===== config.mk =====
export PLATFORM = sky130hd
export DESIGN_NAME = sync_mode_monitor
export DESIGN_NICKNAME = d
export VERILOG_FILES = /design/src/rtl/sync_mode_monitor.sv
export SDC_FILE = /design/constraint.sdc
export NUM_CORES = 1
export LEC_CHECK = 0
export BUFFER_PORTS_ARGS = -buffer_cell sky130_fd_sc_hd__buf_2
export CELL_PAD_IN_SITES_DETAIL_PLACEMENT = 0
export CELL_PAD_IN_SITES_GLOBAL_PLACEMENT = 2
export CORE_ASPECT_RATIO = 0.9
export CORE_UTILIZATION = 37
export DETAILED_ROUTE_END_ITERATION = 8
export PLACE_DENSITY_LB_ADDON = 0.1
export SKIP_CTS_REPAIR_TIMING = 1
export SLEW_MARGIN = 10
export SYNTH_ARGS = -nofsm -noshare
export SYNTH_HDL_FRONTEND = slang
export SYNTH_SLANG_ARGS = --single-unit
export TNS_END_PERCENT = 100

===== constraint.sdc =====
create_clock -name clk -period 6.2 [get_ports clk]
set_input_delay 1.24 -clock clk [delete_from_list [all_inputs] [get_ports clk]]
set_output_delay 1.24 -clock clk [all_outputs]
set_load 0.1 [all_outputs]

===== src/rtl/sync_mode_monitor.sv =====
// Per-frame sync measurement qualifier: lock/unlock FSM, held mode values, vsync watchdog.
// Optional SYNC_MODE_TOL_EN: accept +/- TOL clocks/line deviation instead of exact vcnt equality.
module sync_mode_monitor #(
  parameter int          LOCK_FRAMES   = 4,
  parameter int          UNLOCK_FRAMES = 2,
  parameter int          SAMPLE_DELAY  = 2,
  parameter logic [23:0] TIMEOUT       = 24'd4000000,
  parameter int          TOL           = 4
) (
  input  logic        clk,
  input  logic        rst,
  input  logic        vsync,
  input  logic [15:0] hcnt,
  input  logic [15:0] vcnt,
  input  logic [15:0] hpwcnt,
  input  logic [15:0] vpwcnt,
  output logic        locked,
  output logic        mode_change,
  output logic        no_signal,
  output logic [15:0] lock_hcnt,
  output logic [15:0] lock_vcnt,
  output logic [15:0] lock_hpwcnt,
  output logic [15:0] lock_vpwcnt,
  output logic [1:0]  state
);

  localparam int MW = $clog2(LOCK_FRAMES + 1);
  localparam int UW = $clog2(UNLOCK_FRAMES + 1);
  localparam int DW = $clog2(SAMPLE_DELAY + 1);
  localparam logic [MW-1:0] LOCK_N   = MW'(LOCK_FRAMES);
  localparam logic [UW-1:0] UNLOCK_N = UW'(UNLOCK_FRAMES);
  localparam logic [DW-1:0] DLY_N    = DW'(SAMPLE_DELAY);
  localparam logic [DW-1:0] DLY_ONE  = DW'(1);
`ifdef SYNC_MODE_TOL_EN
  localparam logic [16:0] VTOL = 17'(TOL);
`else
  // Zero tolerance reduces the vcnt window compare to exact equality.
  localparam logic [16:0] VTOL = 17'(TOL * 0);
`endif

  typedef enum logic [1:0] {
    S_IDLE   = 2'd0,
    S_ACQ    = 2'd1,
    S_LOCKED = 2'd2
  } state_t;

  state_t         state_q, state_d;
  logic           vsync_q;
  logic [DW-1:0]  dly_q;
  logic [23:0]    wd_q;
  logic           no_signal_q;
  logic           mode_change_q, mode_change_d;
  logic [MW-1:0]  match_q, match_d, match_inc;
  logic [UW-1:0]  miss_q, miss_d, miss_inc;
  logic [15:0]    ref_h_q, ref_v_q, ref_hp_q, ref_vp_q;
  logic [15:0]    ref_h_d, ref_v_d, ref_hp_d, ref_vp_d;
  logic [15:0]    lk_h_q, lk_v_q, lk_hp_q, lk_vp_q;
  logic [15:0]    lk_h_d, lk_v_d, lk_hp_d, lk_vp_d;

  logic        rise, expire, strobe, valid, match;
  logic [16:0] vdiff;

  assign rise   = vsync & ~vsync_q;
  // A rise in the expiry cycle clears the watchdog instead, so expiry never coincides with it.
  assign expire = ~rise & (wd_q == TIMEOUT - 24'd1);
  assign strobe = ~rise & ~expire & (dly_q == DLY_ONE);

  assign valid = (hcnt != 16'd0) & (vcnt != 16'd0);
  assign vdiff = (vcnt >= ref_v_q) ? ({1'b0, vcnt} - {1'b0, ref_v_q})
                                   : ({1'b0, ref_v_q} - {1'b0, vcnt});
  assign match = (hcnt == ref_h_q) & (hpwcnt == ref_hp_q) & (vpwcnt == ref_vp_q) &
                 (vdiff <= VTOL);

  assign match_inc = (match_q == {MW{1'b1}}) ? match_q : match_q + 1'b1;
  assign miss_inc  = (miss_q == {UW{1'b1}}) ? miss_q : miss_q + 1'b1;

  always_ff @(posedge clk or posedge rst) begin
    if (rst) begin
      vsync_q     <= 1'b0;
      dly_q       <= '0;
      wd_q        <= '0;
      no_signal_q <= 1'b0;
    end else begin
      vsync_q <= vsync;
      if (rise)
        wd_q <= '0;
      else if (wd_q != TIMEOUT)
        wd_q <= wd_q + 24'd1;
      if (rise)
        dly_q <= DLY_N;
      else if (expire)
        dly_q <= '0;
      else if (dly_q != '0)
        dly_q <= dly_q - 1'b1;
      if (expire)
        no_signal_q <= 1'b1;
      else if (rise)
        no_signal_q <= 1'b0;
    end
  end

  always_ff @(posedge clk or posedge rst) begin
    if (rst) state_q <= S_IDLE;
    else     state_q <= state_d;
  end

  always_comb begin
    state_d       = state_q;
    mode_change_d = 1'b0;
    match_d       = match_q;
    miss_d        = miss_q;
    ref_h_d       = ref_h_q;
    ref_v_d       = ref_v_q;
    ref_hp_d      = ref_hp_q;
    ref_vp_d      = ref_vp_q;
    lk_h_d        = lk_h_q;
    lk_v_d        = lk_v_q;
    lk_hp_d       = lk_hp_q;
    lk_vp_d       = lk_vp_q;
    if (expire) begin
      state_d       = S_IDLE;
      mode_change_d = (state_q == S_LOCKED);
    end else if (strobe) begin
      case (state_q)
        S_IDLE: begin
          if (valid) begin
            {ref_h_d, ref_v_d, ref_hp_d, ref_vp_d} = {hcnt, vcnt, hpwcnt, vpwcnt};
            match_d = MW'(1);
            state_d = S_ACQ;
          end
        end
        S_ACQ: begin
          if (!valid) begin
            state_d = S_IDLE;
          end else if (match) begin
            match_d = match_inc;
            if (match_inc == LOCK_N) begin
              state_d = S_LOCKED;
              {lk_h_d, lk_v_d, lk_hp_d, lk_vp_d} = {hcnt, vcnt, hpwcnt, vpwcnt};
              miss_d  = '0;
            end
          end else begin
            {ref_h_d, ref_v_d, ref_hp_d, ref_vp_d} = {hcnt, vcnt, hpwcnt, vpwcnt};
            match_d = MW'(1);
          end
        end
        S_LOCKED: begin
          if (valid && match) begin
            miss_d = '0;
          end else begin
            miss_d = miss_inc;
            if (miss_inc == UNLOCK_N) begin
              mode_change_d = 1'b1;
              if (valid) begin
                state_d = S_ACQ;
                {ref_h_d, ref_v_d, ref_hp_d, ref_vp_d} = {hcnt, vcnt, hpwcnt, vpwcnt};
                match_d = MW'(1);
              end else begin
                state_d = S_IDLE;
              end
            end
          end
        end
        default: state_d = S_IDLE;
      endcase
    end
  end

  always_ff @(posedge clk or posedge rst) begin
    if (rst) begin
      mode_change_q <= 1'b0;
      match_q       <= '0;
      miss_q        <= '0;
      ref_h_q       <= '0;
      ref_v_q       <= '0;
      ref_hp_q      <= '0;
      ref_vp_q      <= '0;
      lk_h_q        <= '0;
      lk_v_q        <= '0;
      lk_hp_q       <= '0;
      lk_vp_q       <= '0;
    end else begin
      mode_change_q <= mode_change_d;
      match_q       <= match_d;
      miss_q        <= miss_d;
      ref_h_q       <= ref_h_d;
      ref_v_q       <= ref_v_d;
      ref_hp_q      <= ref_hp_d;
      ref_vp_q      <= ref_vp_d;
      lk_h_q        <= lk_h_d;
      lk_v_q        <= lk_v_d;
      lk_hp_q       <= lk_hp_d;
      lk_vp_q       <= lk_vp_d;
    end
  end

  always_comb begin
    state       = state_q;
    locked      = (state_q == S_LOCKED);
    mode_change = mode_change_q;
    no_signal   = no_signal_q;
    lock_hcnt   = lk_h_q;
    lock_vcnt   = lk_v_q;
    lock_hpwcnt = lk_hp_q;
    lock_vpwcnt = lk_vp_q;
  end

endmodule


==> out/qor.csv, run 1 <==
stage;metric;value;unit
sta;rsz0062_at_grt;false;
outcome;outcome;finished clean;
min_path;worstHoldPathType;reg2reg;
logic_synthesis;ys_seq_area_share;44.8;%
placed_design;port_buffers;135;
logic_synthesis;synthArstFlopShare;100;%
critical_path;crit_family;simple AND/OR/NAND/NOR gates;
logic_synthesis;syn-num-nets;958;
logic_synthesis;synth_top_flop_cell;dfrtp_1;
critical_path;end_kind;flip-flop;
clock_tree;clock_path_buffers;2;
clock_tree;h-tree-depth;4;
sta;skew;24.3;ps
floorplanning;die_h;151;um
clock_tree;cts_buffers;17;
logic_synthesis;ys_ff_latch;164;
logic_synthesis;synth_top_area_share;44.8;%
logic_synthesis;netlist_top_cells_area;dfrtp_1, mux2_2, xor2_1;
sta;setup_viol_count_final;0;
critical_path;arrival;5620;ps
critical_path;critPathBufInv;3;
critical_path;cp.required;6490;ps
logic_synthesis;avgSynthCellArea;10.7;um^2
sta;finalCritPeriodShare;85.9;%
route;dr.first_iter.drc_count;278;
sta;fmax;188;MHz
layout;num_antenna_cells;0;
route;via_per_inst;5.10;
logic_synthesis;synth_cell_type_count;65;
critical_path;cp_max_fo;50;
global_route;gr-usage-all-layers;18.7;%
sta;hold_viol_final;0;
route;wl_per_cell;17.3;um
sta;worst_pin_slew;975;ps
sta;fin_ws;875;ps
logic_synthesis;yosysTopAreaCell;dfrtp_1;
clock_tree;worst_skew_pair.late_latency;440;ps
layout;syn_to_final_growth;16.8;%
critical_path;cp_cell_sequence;buf_2, inv_1, ha_1, and4_1, nand3_1, a211oi_2, o31a_1, nor2_2, or4_1, a222oi_1, o21ai_1, and4b_4, buf_4, mux2i_1;
placed_design;dpl.hpwl;16.9;mm
floorplanning;num_rows;54;
global_route;grt_max_degree;90;
clock_tree;cts_tree;done;
critical_path;startpoint_type;input pin;
sta;slew_violations;0;
critical_path;path_class;in2reg;
floorplanning;start_util;37.8;%
clock_tree;cts_root_buffer;clkbuf_16;
sta;tns;0;ps
run;maxCapViolCount;0;
clock_tree;cts.sinks;164;
route;num_vias;6667;
route;drc_errors;0;
route;dr.pass1.iters;5;
global_route;overflow;0;
critical_path;cpPeakStageDelay;570;ps
floorplanning;dieWidth;168;um
logic_synthesis;netlist_instances;854;
logic_synthesis;synth_area;0.00916;mm^2
route;ant_nets;0;
layout;drive_above_1_share;27.8;%
layout;layout.nets;1089;
placed_design;dp_worst_setup_slack;439;ps
power_and_ir_drop;p_per_area;396;mW/mm^2
logic_synthesis;synth_edf_count;0;
global_route;antenna_found_initial;0;
floorplanning;io_pins;136;
power_and_ir_drop;p_leak;5.24;nW
floorplanning;core;0.0243;mm^2
power_and_ir_drop;ir_drop;0.192;mV
logic_synthesis;yosys_warnings;0;
floorplanning;dieArea;0.0254;mm^2
critical_path;slowest_stage;ha_1;
sta;min_period;5330;ps
global_route;grt_pass1_wl;36.7;mm
placed_design;gp_congestion;0.799;
route;wirelength;22.6;mm
sta;max_slew_margin;35.0;%
global_route;grt_pass1_vias;6559;
clock_tree;cts.clk_slew.worst_paths;80;ps
-- tightest hold or removal path: stages (launching register included) --
cell and delay (ps):
dfrtp_1 340, nand2_1 40, o21ai_0 60
-- cells in the final DEF, fill, tap and decap left out, drive strengths merged, types with 33 or more instances in the layout --
| master | count |
|---|---|
| mux2 | 96 |
| o21ai | 40 |
| ha | 37 |
| xor2 | 58 |
| inv | 52 |
| a21oi | 33 |
| nor2 | 48 |
| buf | 145 |
| dfrtp | 164 |
| nand2 | 59 |
-- per-layer routing --
| metal | GRT usage [%] | vias to the layer above | share of wire (%) |
|---|---|---|---|
| met5 | 0 | - | 0 |
| met2 | 28.2 | 121 | 44 |
| met4 | 4.13 | 0 | 0.68 |
| met3 | 2.80 | 9 | 3.2 |
| met1 | 27.9 | 3232 | 52 |
| li1 | - | 3305 | - |
-- synth_stat cells, types with 4 or more instances --
library cell  instances
ha_1                 37
xor2_1               58
o21ai_0              37
a21boi_0              4
a21oi_1              33
nor2_1               46
or3_1                 5
and4_1                4
clkbuf_1             15
nand2_1              59
o2111ai_1             5
mux2_1                7
nor3_1               10
and3_1               12
xnor2_1              22
nand4_1              15
nor2b_1               4
nand2b_1              7
o21a_1                9
and2_1                5
inv_1                44
nand3_1              27
mux2_2               63
buf_6                 6
nor4_1               20
mux2i_1              18
a21o_1               14
nor4b_1               4
a211oi_1              6
buf_2                10
o31a_1                4
dfrtp_1             164
mux2_4               26
-- worst paths after layout --
kind                                   start              to  slack, ps  depth (start not counted)
worst min-delay path            lock_vcnt[3]    lock_vcnt[3]        470                          2
worst max-delay path                 vcnt[7]      ref_v_q[9]        870                         14
max in group asynchronous                rst        wd_q[17]       4170                          3
min in group asynchronous                rst  lock_hpwcnt[5]        940                          2
worst min register to register  lock_vcnt[3]    lock_vcnt[3]        470                          2
worst max register to register    ref_v_q[7]      ref_v_q[9]       1500                         12
-- layout make-up --
| type | count | area (um^2) |
|---|---|---|
| flip-flops and latches | 164 | 4100 |
| fillers | 2355 | 13600 |
| repair buffers | 145 | 751 |
| well taps | 308 | 385 |
| clock buffers | 18 | 429 |
| multi-input cells | 613 | 4700 |
| clock inverters | 14 | 156 |
| inverters | 44 | 170 |
-- sequential cells by signal, summed over array words and instances, names as in the netlist --
signal       flops
lock_hcnt       16
ref_hp_q        16
dly_q            2
match_q          3
ref_h_q         16
wd_q            24
vsync_q          1
ref_vp_q        16
lock_vpwcnt     16
no_signal        1
lock_vcnt       16
state            2
mode_change      1
lock_hpwcnt     16
ref_v_q         16
miss_q           2
-- through the flow --
step | hold slack [ps] | cell area, um^2 | power [W] | cells | util (%)
finish | 475 | 10700 | 0.00424 | 1306 | 44.1
global route | 506 | 10700 | 0.00453 | 1306 | 44.1
CTS | 485 | 10700 | 0.00428 | 1306 | 44.1
detailed placement | 466 | 10100 | 0.00320 | 1274 | 41.7
global placement | 458 | 10100 | 0.00320 | 1274 | 41.7
floorplan | 478 | 9160 | 0.00280 | 854 | -
-- cells by family after synthesis --
kind of cell | after synthesis | synth area share, %
AOI/OAI and AO/OA | 150 | 10.8
xor gates and xnor gates | 80 | 7.65
adders and majority gates | 37 | 5.06
buffers and inverters | 77 | 3.87
DFF | 164 | 44.8
muxes | 114 | 14.8
and+or+nand+nor | 232 | 13.0
-- power by group --
part           leakage [nW]  switching [W]  internal [W]
logic                  2.83       0.000951      0.000764
registers              2.13       0.000163       0.00131
clock network         0.284       0.000514      0.000542
Note: power is estimated with default switching activity, not from simulation.
==> run 2, diff against run 1 <==
--- a/config.mk
+++ b/config.mk
@@ -5,11 +5,12 @@
 export SDC_FILE = /design/constraint.sdc
 export NUM_CORES = 1
 export LEC_CHECK = 0
-export BUFFER_PORTS_ARGS = -buffer_cell sky130_fd_sc_hd__buf_2
+export BUFFER_PORTS_ARGS = -buffer_cell sky130_fd_sc_hd__buf_4
+export CAP_MARGIN = 25
 export CELL_PAD_IN_SITES_DETAIL_PLACEMENT = 0
 export CELL_PAD_IN_SITES_GLOBAL_PLACEMENT = 2
 export CORE_ASPECT_RATIO = 0.9
-export CORE_UTILIZATION = 37
+export CORE_UTILIZATION = 40
 export DETAILED_ROUTE_END_ITERATION = 8
 export PLACE_DENSITY_LB_ADDON = 0.1
 export SKIP_CTS_REPAIR_TIMING = 1
==> constraint.sdc (replaced) <==
create_clock -name clk -period 6.15 [get_ports clk]
set_input_delay 1.23 -clock clk [delete_from_list [all_inputs] [get_ports clk]]
set_output_delay 1.23 -clock clk [all_outputs]
set_load 0.1 [all_outputs]
==> run 2 against run 1 <==
- utilization grew 5.1 points
- critical endpoint is now ref_v_q[6]
- largest power group unchanged
- sequential cell count stayed put
- hold slack better by 6.5 ps
- combinational power about the same
- critical path depth up 1
- sequential share of layout area decreased by 1.2 points
- clock skew shrank 7.6 ps
- non-clock buffer count rose by 1
- largest cell class unchanged
- count of clock-buffer cells in the layout shrank 1
- power increased by 1.3%
==> out/qor.csv, run 2 (synthesis results as in run 1) <==
stage;metric;value;unit;change
min_path;worstHoldPathCells;2;;unchanged
critical_path;crit_family;compound AO/OA/AOI/OAI gates;;was simple AND/OR/NAND/NOR gates
route;ant_nets;0;;unchanged
floorplanning;start_util;40.8;%;was 37.8%
sta;fmax;192;MHz;
layout;drive_above_1_share;27.9;%;was 27.8%
layout;fin_cells;1296;;was 1306
layout;layout.nets;1090;;was 1089
route;via_per_inst;5.17;;was 5.10
sta;hold_viol_final;0;;unchanged
power_and_ir_drop;clkPwrFrac;25.3;%;was 24.9%
sta;rsz0062_at_grt;false;;unchanged
route;num_vias;6697;;was 6667
layout;largest_reg_flops;24;;unchanged
outcome;outcome;finished clean;;unchanged
clock_tree;cts.sinks;164;;unchanged
sta;hold_ws;481;ps;was 475 ps
layout;top_register;wd_q;;unchanged
global_route;grt_max_degree;71;;was 90
power_and_ir_drop;p_per_area;389;mW/mm^2;was 396 mW/mm^2
min_path;hold_path_end;lock_vcnt[10];;was lock_vcnt[3]
critical_path;cp_common_cell;buf_4;;
layout;final_common_cell;dfrtp_1;;unchanged
clock_tree;h-tree-depth;4;;unchanged
layout;num_antenna_cells;0;;unchanged
layout;multi_input_area;0.00470;mm^2;unchanged
sta;setup_viol_count_final;0;;unchanged
layout;fill_cells;2112;;was 2355
critical_path;worstReg2RegStart;ref_v_q[4];;was ref_v_q[7]
critical_path;r2r_end;ref_v_q[6];;was ref_v_q[9]
sta;tns;0;ps;unchanged
sta;slew_violations;0;;unchanged
critical_path;startpoint_type;input pin;;unchanged
critical_path;cp_max_fo;53;;was 50
clock_tree;cts.clk_slew.worst_paths;70;ps;was 80 ps
critical_path;critPathBufInv;4;;was 3
sta;finalCritPeriodShare;84.6;%;
route;wirelength;22.5;mm;was 22.6 mm
floorplanning;die_h;146;um;was 151 um
global_route;gr-usage-all-layers;19.9;%;was 18.7%
critical_path;arrival;5500;ps;was 5620 ps
power_and_ir_drop;pwr-share-comb;40.2;%;was 40.4%
placed_design;gp_congestion;0.859;;was 0.799
global_route;antenna_found_initial;0;;unchanged
critical_path;cp.required;6450;ps;was 6490 ps
power_and_ir_drop;power.share.sequential;34.5;%;was 34.7%
global_route;grt_pass1_wl;36.8;mm;was 36.7 mm
floorplanning;dieWidth;161;um;was 168 um
route;dr.pass1.iters;4;;was 5
critical_path;slowest_stage;or4_1;;was ha_1
layout;final_cell_mix;dfrtp_1, buf_4, mux2_2;;was dfrtp_1, buf_2, mux2_2
placed_design;dp_worst_setup_slack;480;ps;was 439 ps
clock_tree;cts_tree;done;;unchanged
layout;syn_to_final_growth;20.5;%;was 16.8%
critical_path;reg2reg_depth;13;;was 12
critical_path;end_kind;flip-flop;;unchanged
critical_path;ff2ff_setup_slack;1550;ps;was 1500 ps
route;drc_errors;0;;unchanged
run;maxCapViolCount;0;;unchanged
critical_path;cp_cell_sequence;buf_4, inv_1, ha_1, a21oi_1, nand2_1, o21ai_1, nand2_1, o311a_1, or4_1, a222oi_1, buf_4, o21ai_1, and4b_4, buf_4, mux2i_1;;was buf_2, inv_1, ha_1, and4_1, nand3_1, a211oi_2, o31a_1, nor2_2, or4_1, a222oi_1, o21ai_1, and4b_4, buf_4, mux2i_1
route;wl_per_cell;17.4;um;was 17.3 um
route;dr.first_iter.drc_count;386;;was 278
clock_tree;clock_path_buffers;2;;unchanged
placed_design;dp.cells;1264;;was 1274
placed_design;dpl.hpwl;16.6;mm;was 16.9 mm
floorplanning;core;0.0224;mm^2;was 0.0243 mm^2
sta;skew;16.7;ps;was 24.3 ps
power_and_ir_drop;swShare;37.7;%;was 38.4%
floorplanning;dieArea;0.0235;mm^2;was 0.0254 mm^2
sta;fin_ws;945;ps;was 875 ps
min_path;worstHoldPathType;reg2reg;;unchanged
sta;min_period;5210;ps;
global_route;grt_pass1_vias;6818;;was 6559
critical_path;path_class;in2reg;;unchanged
sta;max_slew_margin;30.9;%;was 35.0%
layout;seq_area;0.00410;mm^2;unchanged
power_and_ir_drop;power.switching;0.00162;W;was 0.00163 W
critical_path;cpPeakStageDelay;510;ps;was 570 ps
clock_tree;worst_skew_pair.late_latency;430;ps;was 440 ps
clock_tree;cts_root_buffer;clkbuf_16;;unchanged
min_path;min-delay-start;lock_vcnt[10];;was lock_vcnt[3]
critical_path;path_depth;15;;was 14
clock_tree;cts_buffers;17;;unchanged
floorplanning;io_pins;136;;unchanged
power_and_ir_drop;internal_power;0.00268;W;was 0.00261 W
global_route;overflow;0;;unchanged
placed_design;port_buffers;135;;unchanged
floorplanning;num_rows;52;;was 54
power_and_ir_drop;p_leak;5.30;nW;was 5.24 nW
power_and_ir_drop;ir_drop;0.181;mV;was 0.192 mV
sta;worst_pin_slew;1040;ps;was 975 ps
[run 2: power by group through the flow]
| stage | Clock, W | Sequential [W] | Combinational (W) |
|---|---|---|---|
| after CTS | 0.00112 | 0.00148 | 0.00173 |
| after global routing | 0.00115 | 0.00152 | 0.00192 |
| after floorplan | 0 | 0.00149 | 0.00134 |
| after detailed placement | 0 | 0.00150 | 0.00172 |
| after global placement | 0 | 0.00149 | 0.00173 |
| final | 0.00109 | 0.00148 | 0.00173 |
[run 2: worst max path at each step]
stage | startpoint | to | slack, ps
after detailed placement | vcnt[6] | ref_v_q[5] | 480
after CTS | vcnt[6] | ref_v_q[5] | 950
final | vcnt[4] | ref_v_q[6] | 940
after global routing | vcnt[7] | ref_v_q[6] | 640
after global placement | vcnt[7] | ref_v_q[3] | 520
after floorplan | rst | dly_q[0] | 490
[run 2: stage by stage]
stage                     instance area (um^2)  power, W  utilization [%]
final                                    11000   0.00430             49.2
after global routing                     11000   0.00459             49.2
after CTS                                11000   0.00433             49.2
after detailed placement                 10400   0.00322             46.5
after global placement                   10400   0.00322             46.5
after floorplan                           9160   0.00282                -
[run 2: cell type report]
class | count | share of cell area [%]
repair buffers | 146 | 9.93
flip-flops and latches | 164 | 37.2
inverters | 44 | 1.54
clock buffers | 17 | 3.85
well taps | 297 | 3.37
multi-input cells | 613 | 42.6
clock inverters | 15 | 1.53
[run 2: per-layer routing]
metal | global-route usage [%] | routed length (um) | vias up
met1 | 28.5 | 11200 | 3276
met5 | 0 | 0 | -
met2 | 31.3 | 10400 | 102
met4 | 4.53 | 113 | 0
li1 | - | - | 3311
met3 | 3.45 | 777 | 8
[run 2: worst min-delay path: cells and delay by family (launching register included)]
kind	cells	cell delay, ps
AO/OA/AOI/OAI	1	60
flip-flops	1	340
AND/OR/NAND/NOR	1	40
==> run 3, diff against run 2 <==
--- a/config.mk
+++ b/config.mk
@@ -10,7 +10,7 @@
 export CELL_PAD_IN_SITES_DETAIL_PLACEMENT = 0
 export CELL_PAD_IN_SITES_GLOBAL_PLACEMENT = 2
 export CORE_ASPECT_RATIO = 0.9
-export CORE_UTILIZATION = 40
+export CORE_UTILIZATION = 34
 export DETAILED_ROUTE_END_ITERATION = 8
 export PLACE_DENSITY_LB_ADDON = 0.1
 export SKIP_CTS_REPAIR_TIMING = 1
==> constraint.sdc (replaced) <==
create_clock -name clk -period 4.38 [get_ports clk]
set_input_delay 0.876 -clock clk [delete_from_list [all_inputs] [get_ports clk]]
set_output_delay 0.876 -clock clk [all_outputs]
set_load 0.1 [all_outputs]
==> run 3 against run 2 <==
- non-clock buffer count increased by 85
- global-route usage fell by 2.1 points
- power is 53% higher
- combinational power is 64% higher
- register-to-register slack lost 1200 ps
- first-iteration DRC count is 2.6% higher
==> out/qor.csv, run 3 (synthesis results as in run 1) <==
stage;metric;value;unit;change
outcome;outcome;finished clean;;unchanged
route;drc_errors;0;;unchanged
sta;setup_viol_count_final;0;;unchanged
clock_tree;clock_path_buffers;2;;unchanged
critical_path;worstReg2RegStart;ref_v_q[7];;was ref_v_q[4]
route;dr.first_iter.drc_count;396;;was 386
clock_tree;h-tree-depth;4;;unchanged
placed_design;dp.cells;1400;;was 1264
global_route;grt_max_degree;165;;was 71
sta;skew;18.0;ps;was 16.7 ps
global_route;grt_pass1_vias;6952;;was 6818
placed_design;dpl.hpwl;17.9;mm;was 16.6 mm
layout;largest_reg_flops;24;;unchanged
clock_tree;cts.sinks;164;;unchanged
route;via_per_inst;4.94;;was 5.17
layout;syn_to_final_growth;29.3;%;was 20.5%
critical_path;startpoint_type;input pin;;unchanged
critical_path;cp_max_fo;23;;was 53
sta;rsz0062_at_grt;false;;unchanged
critical_path;cp-endpoint;ref_hp_q[9];;was ref_v_q[6]
clock_tree;worst_skew_pair.late_latency;440;ps;was 430 ps
floorplanning;num_rows;56;;was 52
critical_path;path_class;in2reg;;unchanged
min_path;worstHoldPathType;reg2reg;;unchanged
power_and_ir_drop;ir_drop;0.300;mV;was 0.181 mV
clock_tree;cts.clk_slew.worst_paths;70;ps;about the same
layout;final_cell_mix;buf_4, dfrtp_1, mux2_2;;was dfrtp_1, buf_4, mux2_2
route;num_vias;7073;;was 6697
layout;final_common_cell;buf_4;;was dfrtp_1
global_route;grt_pass1_wl;38.3;mm;was 36.8 mm
layout;drive_above_1_share;33.5;%;was 27.9%
floorplanning;io_pins;136;;unchanged
critical_path;reg2reg_depth;13;;unchanged
global_route;gr-usage-all-layers;17.8;%;was 19.9%
power_and_ir_drop;fin_total_pwr;0.00659;W;was 0.00430 W
floorplanning;core;0.0263;mm^2;was 0.0224 mm^2
sta;fmax;234;MHz;
critical_path;r2r_end;ref_hp_q[9];;was ref_v_q[6]
clock_tree;cts_root_buffer;clkbuf_16;;unchanged
floorplanning;dieWidth;175;um;was 161 um
sta;hold_viol_final;0;;unchanged
power_and_ir_drop;p_per_area;557;mW/mm^2;was 389 mW/mm^2
critical_path;worstSetupStartpoint;vcnt[6];;was vcnt[4]
sta;slew_violations;0;;unchanged
critical_path;end_kind;flip-flop;;unchanged
critical_path;arrival;4590;ps;was 5500 ps
sta;worst_pin_slew;935;ps;was 1040 ps
critical_path;ff2ff_setup_slack;330;ps;was 1550 ps
floorplanning;dieArea;0.0276;mm^2;was 0.0235 mm^2
sta;max_slew_margin;37.7;%;was 30.9%
run;maxCapViolCount;0;;unchanged
route;wirelength;23.8;mm;was 22.5 mm
sta;finalCritPeriodShare;97.5;%;
placed_design;port_buffers;135;;unchanged
placed_design;dpl_cell_area;0.0112;mm^2;was 0.0104 mm^2
route;wl_per_cell;16.6;um;was 17.4 um
global_route;antenna_found_initial;0;;unchanged
critical_path;cp.required;4700;ps;was 6450 ps
layout;layout.nets;1175;;was 1090
layout;fin_cells;1432;;was 1296
route;dr.pass1.iters;5;;was 4
floorplanning;start_util;34.9;%;was 40.8%
power_and_ir_drop;p_leak;5.75;nW;was 5.30 nW
layout;stdcell_area;0.0118;mm^2;was 0.0110 mm^2
sta;min_period;4270;ps;
clock_tree;cts_tree;done;;unchanged
placed_design;gp_congestion;0.857;;was 0.859
route;ant_nets;0;;unchanged
global_route;overflow;0;;unchanged
floorplanning;die_h;158;um;was 146 um
layout;num_antenna_cells;0;;unchanged
clock_tree;cts_buffers;17;;unchanged
layout;top_register;wd_q;;unchanged
## run 3: changes by cell type in the layout (fill, tap and decap cells not counted)
| cell | delta |
|---|---|
| inv_8 | +1 |
| clkinv_4 | +1 |
| clkinv_2 | -1 |
| clkinv_8 | -2 |
| buf_12 | +4 |
| clkbuf_1 | +1 |
| bufinv_16 | +3 |
| buf_4 | +81 |
| inv_6 | -3 |
## run 3: how the worst min path moves through the flow
stage	from	to	slack (ps)	depth (start not counted)
after global placement	lock_vcnt[3]	lock_vcnt[3]	460	2
final	lock_vcnt[10]	lock_vcnt[10]	480	2
after CTS	lock_vcnt[10]	lock_vcnt[10]	490	2
after floorplan	ref_vp_q[15]	ref_vp_q[15]	480	1
after detailed placement	lock_vcnt[0]	lock_vcnt[0]	470	2
after global routing	lock_vcnt[10]	lock_vcnt[10]	510	2
## run 3: critical path, stage by stage
cell and delay, ps:
buf_4 110, buf_4 130, ha_1 210, buf_4 140
a211oi_1 200, nor2_1 130, or4_1 480, o22ai_1 320
o2111ai_1 200, or4_1 420, a222oi_1 300, buf_4 190
o21ai_1 80, and4b_4 260, buf_12 170, mux2_1 320
## run 3: stage by stage
step	setup TNS [ps]	hold WS, ps	setup slack [ps]	util, %
CTS	0	490	180	45.1
finish	0	481	109	45.1
global placement	-30950	463	-322	42.6
floorplan	0	478	20.5	-
detailed placement	-24580	474	-277	42.6
global route	0	510	16.8	45.1
## run 3: per-layer routing
metal  routed length (um)  track usage (%)  vias to the layer above
li1                     -                -                     3473
met1                12000             25.9                     3457
met2                10700             27.2                      128
met3                  750             3.24                       15
met4                  231             4.80                        0
met5                    0                0                        -
## run 3: area by class of cell
type | count | area [um^2]
fill | 2557 | 14400
clock buffer | 18 | 429
clock inverter | 14 | 216
sequential | 164 | 4100
inverter | 44 | 169
tap | 348 | 435
multi-input combinational | 613 | 4700
timing repair buffer | 231 | 1780
## run 3: where the power goes
group          total (W)  switching [W]  internal (W)
combinational    0.00284        0.00144       0.00140
clock            0.00167       0.000696      0.000978
sequential       0.00208       0.000228       0.00185
